File: src/rtl/gate2_exerciser.sv
// Drives the four {a,b} vectors into a two-input gate, samples y after a settle
// time and accumulates per-vector mismatches against a truth table.
module gate2_exerciser #(
  parameter int         SETTLE_CYCLES = 2,
  parameter logic [3:0] TRUTH         = 4'b0111
) (
  input  logic       clk,
  input  logic       rst,
  input  logic       start,
  input  logic       y_in,
  output logic       a_out,
  output logic       b_out,
  output logic       busy,
  output logic       done,
  output logic       pass,
  output logic [3:0] fail_vec,
  output logic [2:0] err_cnt
);

  typedef enum logic [1:0] {IDLE, SETTLE, SAMPLE, DONE} state_t;

  localparam logic [7:0] RELOAD = 8'(SETTLE_CYCLES - 1);

  state_t     state, state_n;
  logic [1:0] vec, vec_n;
  logic [7:0] cnt, cnt_n;
  logic [1:0] ab_n;
  logic       busy_n, done_n, pass_n;
  logic [3:0] fail_n;
  logic [2:0] err_n;
  logic       mismatch;

  always_ff @(posedge clk) begin
    if (rst) begin
      state    <= IDLE;
      vec      <= 2'd0;
      cnt      <= 8'd0;
      a_out    <= 1'b0;
      b_out    <= 1'b0;
      busy     <= 1'b0;
      done     <= 1'b0;
      pass     <= 1'b0;
      fail_vec <= 4'd0;
      err_cnt  <= 3'd0;
    end else begin
      state          <= state_n;
      vec            <= vec_n;
      cnt            <= cnt_n;
      {a_out, b_out} <= ab_n;
      busy           <= busy_n;
      done           <= done_n;
      pass           <= pass_n;
      fail_vec       <= fail_n;
      err_cnt        <= err_n;
    end
  end

  // Case-inequality so an undriven or X gate output is flagged in simulation.
  assign mismatch = (y_in !== TRUTH[vec]);

  always_comb begin
    state_n = state;
    vec_n   = vec;
    cnt_n   = cnt;
    ab_n    = {a_out, b_out};
    pass_n  = pass;
    fail_n  = fail_vec;
    err_n   = err_cnt;
    case (state)
      IDLE: begin
        if (start) begin
          fail_n  = 4'd0;
          err_n   = 3'd0;
          vec_n   = 2'd0;
          ab_n    = 2'b00;
          cnt_n   = RELOAD;
          state_n = SETTLE;
        end
      end
      SETTLE: begin
        if (cnt == 8'd0) state_n = SAMPLE;
        else             cnt_n   = cnt - 8'd1;
      end
      SAMPLE: begin
        if (mismatch) begin
          fail_n = fail_vec | (4'b0001 << vec);
          err_n  = err_cnt + 3'd1;
        end
        if (vec == 2'd3) begin
          state_n = DONE;
          // Result must already be valid in the DONE cycle.
          pass_n  = (fail_n == 4'd0);
        end else begin
          vec_n   = vec + 2'd1;
          ab_n    = vec + 2'd1;
          cnt_n   = RELOAD;
          state_n = SETTLE;
        end
      end
      DONE: begin
        state_n = IDLE;
        ab_n    = 2'b00;
      end
      default: state_n = IDLE;
    endcase
    busy_n = (state_n != IDLE);
    done_n = (state_n == DONE);
  end

endmodule

File: config.mk
export PLATFORM = sky130hd
export DESIGN_NAME = gate2_exerciser
export DESIGN_NICKNAME = d
export VERILOG_FILES = /design/src/rtl/gate2_exerciser.sv
export SDC_FILE = /design/constraint.sdc
export NUM_CORES = 1
export LEC_CHECK = 0
export BUFFER_PORTS_ARGS = -buffer_cell sky130_fd_sc_hd__buf_4
export CAP_MARGIN = 10
export CORE_MARGIN = 5
export CORE_UTILIZATION = 35
export CTS_CLUSTER_SIZE = 12
export DETAILED_ROUTE_END_ITERATION = 8
export PLACE_DENSITY = 0.57
export SLEW_MARGIN = 20
export SYNTH_ARGS = -nofsm -noshare
export SYNTH_HDL_FRONTEND = slang
export SYNTH_SLANG_ARGS = --single-unit
export TNS_END_PERCENT = 20
File: constraint.sdc
create_clock -name clk -period 2.4 [get_ports clk]
set_clock_uncertainty 0.05 [all_clocks]
set_input_delay 0.48 -clock clk [delete_from_list [all_inputs] [get_ports clk]]
set_output_delay 0.48 -clock clk [all_outputs]
set_load 0.05 [all_outputs]
## Word level (Yosys, flattened, before mapping)

Index checks and enable logic that the tools add are counted.

| storage, ports and cells | value |
|---|---|
| output and inout bits | 12 |
| bits in writable memories | 0 |
| flip-flop bits (word level) | 24 |
| bits in latches | 0 |
| input port bits | 4 |
| memories kept | 0 |
| word-level logic and storage cells | 60 |
| bits in read-only memories | 0 |

| operators by class | value |
|---|---|
| equality and inequality tests | 10 |
| div/mod/pow operators | 0 |
| muxes and demuxes | 21 |
| reductions and logical operators | 13 |
| bitwise logic cells | 1 |
| $lt $le $gt $ge | 1 |
| shift-type cells | 1 |
| $mul | 0 |
| add/subtract/negate cells | 3 |

Operators by type and width:

| operator | number |
|---|---|
| two-way mux 8 bit | 3 |
| case mux 8 bit (3 select lines) | 1 |
| two-way mux 4 bit | 3 |
| two-way mux 2 bit | 5 |
| AND reduction 3 bit | 3 |
| equality test 2 bit, second input constant | 4 |
| logical NOT 8 bit | 1 |
| inequality test 2 bit, second input constant | 4 |
| case mux 2 bit (4 select lines) | 1 |
| case mux 4 bit (2 select lines) | 1 |
| subtractor 8 x 1 -> 8 bit, second input constant | 1 |
| two-way mux 3 bit | 2 |
| case mux 2 bit (3 select lines) | 1 |
| case mux 3 bit (2 select lines) | 1 |
| nonzero test 3 bit | 2 |
| logical NOT 4 bit | 1 |
| OR 4 bit | 1 |
| case mux 2 bit (2 select lines) | 1 |
| AND reduction 2 bit | 2 |
| AND reduction 4 bit | 1 |
| nonzero test 2 bit | 2 |
| left shift 1 x 2 -> 4 bit, first input constant | 1 |
| adder 3 x 1 -> 3 bit, second input constant | 1 |
| less-than comparator 2 x 3 -> 1 bit, second input constant | 1 |
| other kinds (6) | 6 |

## Logic depth before layout (Yosys ltp)

Gate-level depths: netlist (run 1).

| depth | value |
|---|---|
| depth in word-level cells | 6 |
| mapped depth | 7 |
| gate-level depth less buffers | 6 |

## Least setup slack after synthesis (run 1)

Ideal clock, no wire load.

| path | value |
|---|---|
| path type | flip-flop to flip-flop |
| start | reg vec[0] |
| end | reg err_cnt[0] |
| required time | 2.222 ns |
| setup time | 0.128 ns |
| arrival time | 1.386 ns |
| path slack | 0.836 ns |
| cell stages (with the launch flop) | 7 |
| path through | dfxtp_1 > ha_1 > buf_2 > xnor2_1 > mux2_2 > a22oi_1 > nor2_1 |

| between the ends | value |
|---|---|
| longest elaborated chain between the ends | 5 |

Ends and longest elaborated chain:

| item | RTL line | source |
|---|---|---|
| start: declaration | 25 | `logic [1:0] vec, vec_n;` |
| start signal: assignment | 47 | `vec <= vec_n;` |
| binary-select mux 1 bit (select 2 bit) | 59 | `assign mismatch = (y_in !== TRUTH[vec]);` |
| two-way mux 1 bit (implied by the code) | 59 |  |
| !== test 1 bit | 59 |  |
| inequality test 2 bit (no source line) | n/a |  |
| AND reduction 3 bit (no source line) | n/a |  |
| end signal: assignment | 54 | `err_cnt <= err_n;` |
| end: declaration | 17 | `output logic [2:0] err_cnt` |

Every way passes these cells. The select of a mux whose other input is x is not followed.
A chain may end at the register's enable or synchronous reset.

## Final worst setup path (run 1)

| path | value |
|---|---|
| start | reg vec[1] |
| end | reg err_cnt[0] |

Same word-level chain as after synthesis.

==> results of run 1 <==
## registers in the layout, summed over array words and instances (netlist names)
name      count
err_cnt       3
cnt           8
vec           2
a_out         1
busy          1
done          1
state         2
fail_vec      4
pass          1
b_out         1
## final timing paths
| path | from | endpoint | slack [ns] | cells after the start |
|---|---|---|---|---|
| worst max-delay path | vec[1] | err_cnt[0] | 0.68 | 5 |
| worst min register to register | pass | pass | 0.46 | 2 |
| worst min-delay path | rst | state[1] | 0.40 | 2 |
| worst max register to register | vec[1] | err_cnt[0] | 0.68 | 5 |
## layer usage
metal	GRT usage	share of wire
met2	0.201	0.49
met4	0.0223	0.0055
met3	0.0345	0.029
met5	0	0
met1	0.157	0.47
## final cells by class
type	instances	area, um^2
clock buffers	3	22.5
clock inverters	1	30.0
fillers	358	1930
inverters	7	26.3
multi-input cells	92	649
flip-flops and latches	24	480
well taps	46	57.6
repair buffers	15	113
## per-stage QoR
step	instances	setup slack (ns)	utilization	area (um^2)
2_1_floorplan	130	0.836	-	1190
3_3_place_gp	184	0.736	0.401	1330
3_5_place_dp	184	0.705	0.401	1330
4_1_cts	188	0.691	0.416	1380
5_1_grt	188	0.531	0.416	1380
6_report	188	0.676	0.416	1380
## power breakdown
part	leakage, nW	switching (mW)	internal (mW)	total [mW]
Combinational	0.317	0.110	0.0847	0.195
Clock	0.0279	0.128	0.169	0.297
Sequential	0.195	0.0283	0.418	0.446
## synth_stat cells (all sizes together) (3+ instances only)
cell,count,share of area
buf,3,0.017
clkbuf,4,0.013
xnor2,3,0.022
a32oi,3,0.022
ha,7,0.074
a211oi,4,0.025
nor2,22,0.069
dfxtp,24,0.40
a22oi,6,0.038
nand3b,3,0.019
nand2b,4,0.027
inv,7,0.022
a21oi,9,0.041
nor3,5,0.030
## cells by family after synthesis
group / after synthesis
xor+xnor: 5
mux: 3
flops: 24
simple gates: 50
buf+inv: 14
fa+ha+maj: 7
compound gates: 27
## worst reg2reg max path, stage by stage, from the launching register on
cell	delay [ns]
dfxtp_1	0.44
ha_1	0.36
xnor2_1	0.22
mux2_2	0.37
a22oi_1	0.15
nor2_1	0.05
==> key figures, run 1 <==
Status
  – Outcome: finished clean

Worst hold path
  – HP Class: in2reg

Placed design
  – Global placement routability congestion: 0.863
  – Final HPWL DP: approximately 1800 um
  – Port bufs: 15

STA
  – Final Max Slew Viols: 0
  – Unrepaired setup endpoints after global routing: false
  – Hold slack final: around 0.4 ns
  – Final hold violation count: 0
  – Worst-margin pin slew: approximately 0.42 ns
  – Final setup fails: 0
  – Post-Route Setup TNS: 0 ns
  – Crit path time final: between 1.5 and 2 ns
  – Fin crit share: 0.718
  – Worst slew margin: 0.718
  – Fmax: 580 MHz

Critical path
  – Top cell family by delay on the critical path: flip-flops
  – Buffers & Inverters on Critical Path: 0
  – Worst-path fanout max: 8
  – CP required: between 2 and 3 ns
  – Critical path endpoint category: flip-flop
  – CP arrival: 1.91 ns
  – Worst path max stage delay: ~0.44 ns
  – Crit Path Class: reg2reg
  – Crit path cell chain: ha_1, xnor2_1, mux2_2, a22oi_1, nor2_1
  – Nature of the critical path startpoint: flip-flop
  – CP max-delay cell: dfxtp_1

CTS
  – CTS max path bufs: 2
  – Sink Count: 24
  – H-tree levels: 1
  – Cts-stage hold buffer count: 0
  – Cts repair resizes: 0
  – CTS tree: yes
  – Clk pin slew, worst setup/hold paths: roughly 0.14 ns
  – Post CTS Setup Buffer Count: 0
  – Clk Latency, worst-skew pair: around 0.32 ns
  – Root Driver: clkbuf_4
  – CTS Buf Count: 3

Cells and area
  – Commonest non-fill, non-tap cells in the layout: dfxtp_1 (24), nor2_1 (22), buf_4 (15)
  – Final #Nets: 154
  – N_diodes: 0
  – Layout cells sized above 1: 0.197
  – Area grow syn2layout: 15.8%
  – Commonest non-fill, non-tap cell in the layout: dfxtp_1

Yosys
  – Mapped Cells: 130
  – Largest family of logic cells by synthesized area: simple AND/OR/NAND/NOR gates
  – Post-synth EDFFs: 0
  – Post-synthesis simple-gate area fraction: 0.253
  – FFs w/ async S/R, synth: 0
  – Top FF cell, synth: dfxtp_1
  – Sequential share of the synthesized area: 0.403
  – Synthesized net count: around 140
  – Compound-Gate Fraction of Synth Area: 0.154
  – Distinct cells, synth: 39
  – Synth Area in XOR/XNOR: 0.0368
  – YS warnings: 0
  – Mux cell area share after synthesis: 0.0273
  – Syn_area_per_cell: approximately 9.2 um^2
  – Synth Cell Area: 1190 um^2
  – Post-Synth Adder-Cell Area: 0.0735
  – #FFs+latches synth: 24

Route
  – Vias per cell: 4.99
  – Pre-antenna DRT Iters: 4
  – Final ANT Viol Nets: 0
  – WL per Instance: between 10 and 15 um
  – DRT iter0 DRCs: 65
  – Vias: approximately 940
  – Final routed DRC violation total: 0
  – Detailed-route wire length: around 2400 um

Floorplanning
  – Site Rows: 21
  – Die height: between 60 and 70 um
  – Die X: ~68 um
  – # IOs: 16
  – Starting Density: 0.360
  – Core footprint: 3310 um^2
  – Die Footprint: 4670 um^2

Pwr
  – Peak VDD IR: 0.000304 V
  – Tot Pwr: between 0.9 and 1 mW
  – Lkg Pwr: roughly 0.54 nW
  – Cell Pwr Density: 680 nW/um^2

Global routing
  – GRT Util Overall: 0.121
  – Initial antenna violation count: 0
  – Largest net degree at the start of global routing: 19
  – GRT overflow: 0
  – Vias in the first global route: 920
  – First-pass GRT wire length: between 4000 and 5000 um

Job
  – Max-cap violations: 0
(Power assumes the default switching activity.)
==> run 2: changes to the inputs <==
clock period = 1.6 ns   (was 2.4 ns; I/O delays follow)
==> run 2 against run 1 <==
Net effect:
- critical path depth is the same
- worst hold slack lost 0.16 ns
- core utilization grew 2.3 points
- die area is the same
- highest routed layer unchanged
- fmax grew 12%
==> key figures, run 2 (same netlist as run 1, synthesis figures left out) <==
CTS
  – Clk Latency, worst-skew pair: around 0.31 ns
  – Clk pin slew, worst setup/hold paths: ~0.13 ns
  – Sink Count: 24
  – H-tree levels: 1
  – Root Driver: clkbuf_4
  – Cts-stage hold buffer count: 0
  – Post CTS Setup Buffer Count: 0
  – CTS tree: yes
  – CTS Buf Count: 3
  – CTS max path bufs: 2
  – Cts repair resizes: 0

Cells and area
  – Top reg by flops: cnt
  – Register area: a little under 500 um^2
  – Area of the multi-input gates: approximately 670 um^2
  – Max reg flops: 8
  – Layout cells sized above 1: 0.311
  – Fin cells: ~200
  – Area grow syn2layout: 22.2%
  – Final #Nets: ~160
  – Final instance area: approximately 1500 um^2
  – Filler cells: approximately 340
  – N_diodes: 0
  – Commonest non-fill, non-tap cells in the layout: buf_4 (24), nor2_1 (22), dfxtp_1 (21)
  – Largest regs: cnt (8), fail_vec (4), err_cnt (3)
  – Commonest non-fill, non-tap cell in the layout: buf_4

Placed design
  – Pre-CTS setup slack: 0.0415 ns
  – Port bufs: 15
  – Dpl cells: slightly below 200
  – Final HPWL DP: 1870 um
  – Area after DPL: ~1400 um^2
  – Global placement routability congestion: ~0.85

Floorplanning
  – Die X: just under 70 um
  – Starting Density: 0.360
  – Die Footprint: between 4000 and 5000 um^2
  – Die height: slightly below 70 um
  – Core footprint: between 3000 and 4000 um^2
  – # IOs: 16
  – Site Rows: 21

Critical path
  – Nature of the critical path startpoint: flip-flop
  – Crit Path Class: reg2reg
  – CP required: around 1.8 ns
  – Critical path endpoint category: flip-flop
  – CP arrival: 1.71 ns
  – Worst-path fanout max: 7

STA
  – Final Max Slew Viols: 0
  – Fmax: between 600 and 700 MHz
  – Worst slew margin: 0.705
  – Worst-margin pin slew: about 0.44 ns
  – Final worst slack: 0.0634 ns
  – Final hold violation count: 0
  – Post-Route Setup TNS: 0 ns
  – Final setup fails: 0
  – Fin crit share: 0.960
  – Crit path time final: 1.54 ns
  – Unrepaired setup endpoints after global routing: true

Route
  – WL per Instance: around 13 um
  – Detailed-route wire length: 2500 um
  – Vias per cell: 4.97
  – Pre-antenna DRT Iters: 4
  – Final ANT Viol Nets: 0
  – Final routed DRC violation total: 0
  – Vias: roughly 1000
  – DRT iter0 DRCs: 49

Global routing
  – Vias in the first global route: 975
  – GRT Util Overall: 0.114
  – First-pass GRT wire length: between 4000 and 5000 um
  – Initial antenna violation count: 0
  – Largest net degree at the start of global routing: 19
  – GRT overflow: 0

Worst hold path
  – HP Class: in2reg

Pwr
  – Peak VDD IR: 0.000575 V
  – Lkg Pwr: between 0.5 and 0.6 nW
  – Cell Pwr Density: 913 nW/um^2
  – Tot Pwr: between 1 and 1.5 mW

Job
  – Max-cap violations: 0

Status
  – Outcome: finished clean
[run 2: cell types whose count changed in the layout (fill, tap and decap cells not counted), sizes merged]
cell and delta:
buf +9, bufinv -1, clkbuf +1
[run 2: area by class of cell]
cell class | instances | area share
inverters | 7 | 0.0181
multi-input cells | 92 | 0.461
clock buffers | 4 | 0.0249
well taps | 46 | 0.0396
flip-flops and latches | 24 | 0.333
repair buffers | 24 | 0.124
[run 2: critical path, stage by stage, from the launching register on]
cell and delay (ns):
dfxtp_2 0.39, ha_2 0.24, nand2b_1 0.12, a21oi_1 0.09
or2_2 0.36, a211oi_1 0.20
[run 2: worst paths after layout]
check	start	endpoint	slack, ns	cells past startpoint
min	rst	err_cnt[1]	0.24	2
max	vec[0]	cnt[1]	0.06	5
max reg2reg	vec[0]	cnt[1]	0.06	5
min reg2reg	a_out	a_out	0.46	2
[run 2: routing by layer]
metal	vias to the layer above	wire (um)	share of wire	track usage
li1	498	-	-	-
met1	451	1130	0.45	0.133
met2	22	1220	0.49	0.196
met3	8	85	0.034	0.0345
met4	0	65	0.026	0.0422
met5	-	0	0	0
[run 2: through the flow]
step	util	hold slack, ns
floorplan	-	0.433
global placement	0.421	0.431
detailed placement	0.421	0.432
CTS	0.432	0.239
global route	0.440	0.240
finish	0.440	0.241
[run 2: report_power, final]
group / switching [mW] / internal, mW / total (mW) / leakage, nW
Sequential: 0.0353 / 0.629 / 0.664 / 0.196
Clock: 0.184 / 0.139 / 0.323 / 0.0210
Combinational: 0.185 / 0.157 / 0.342 / 0.365
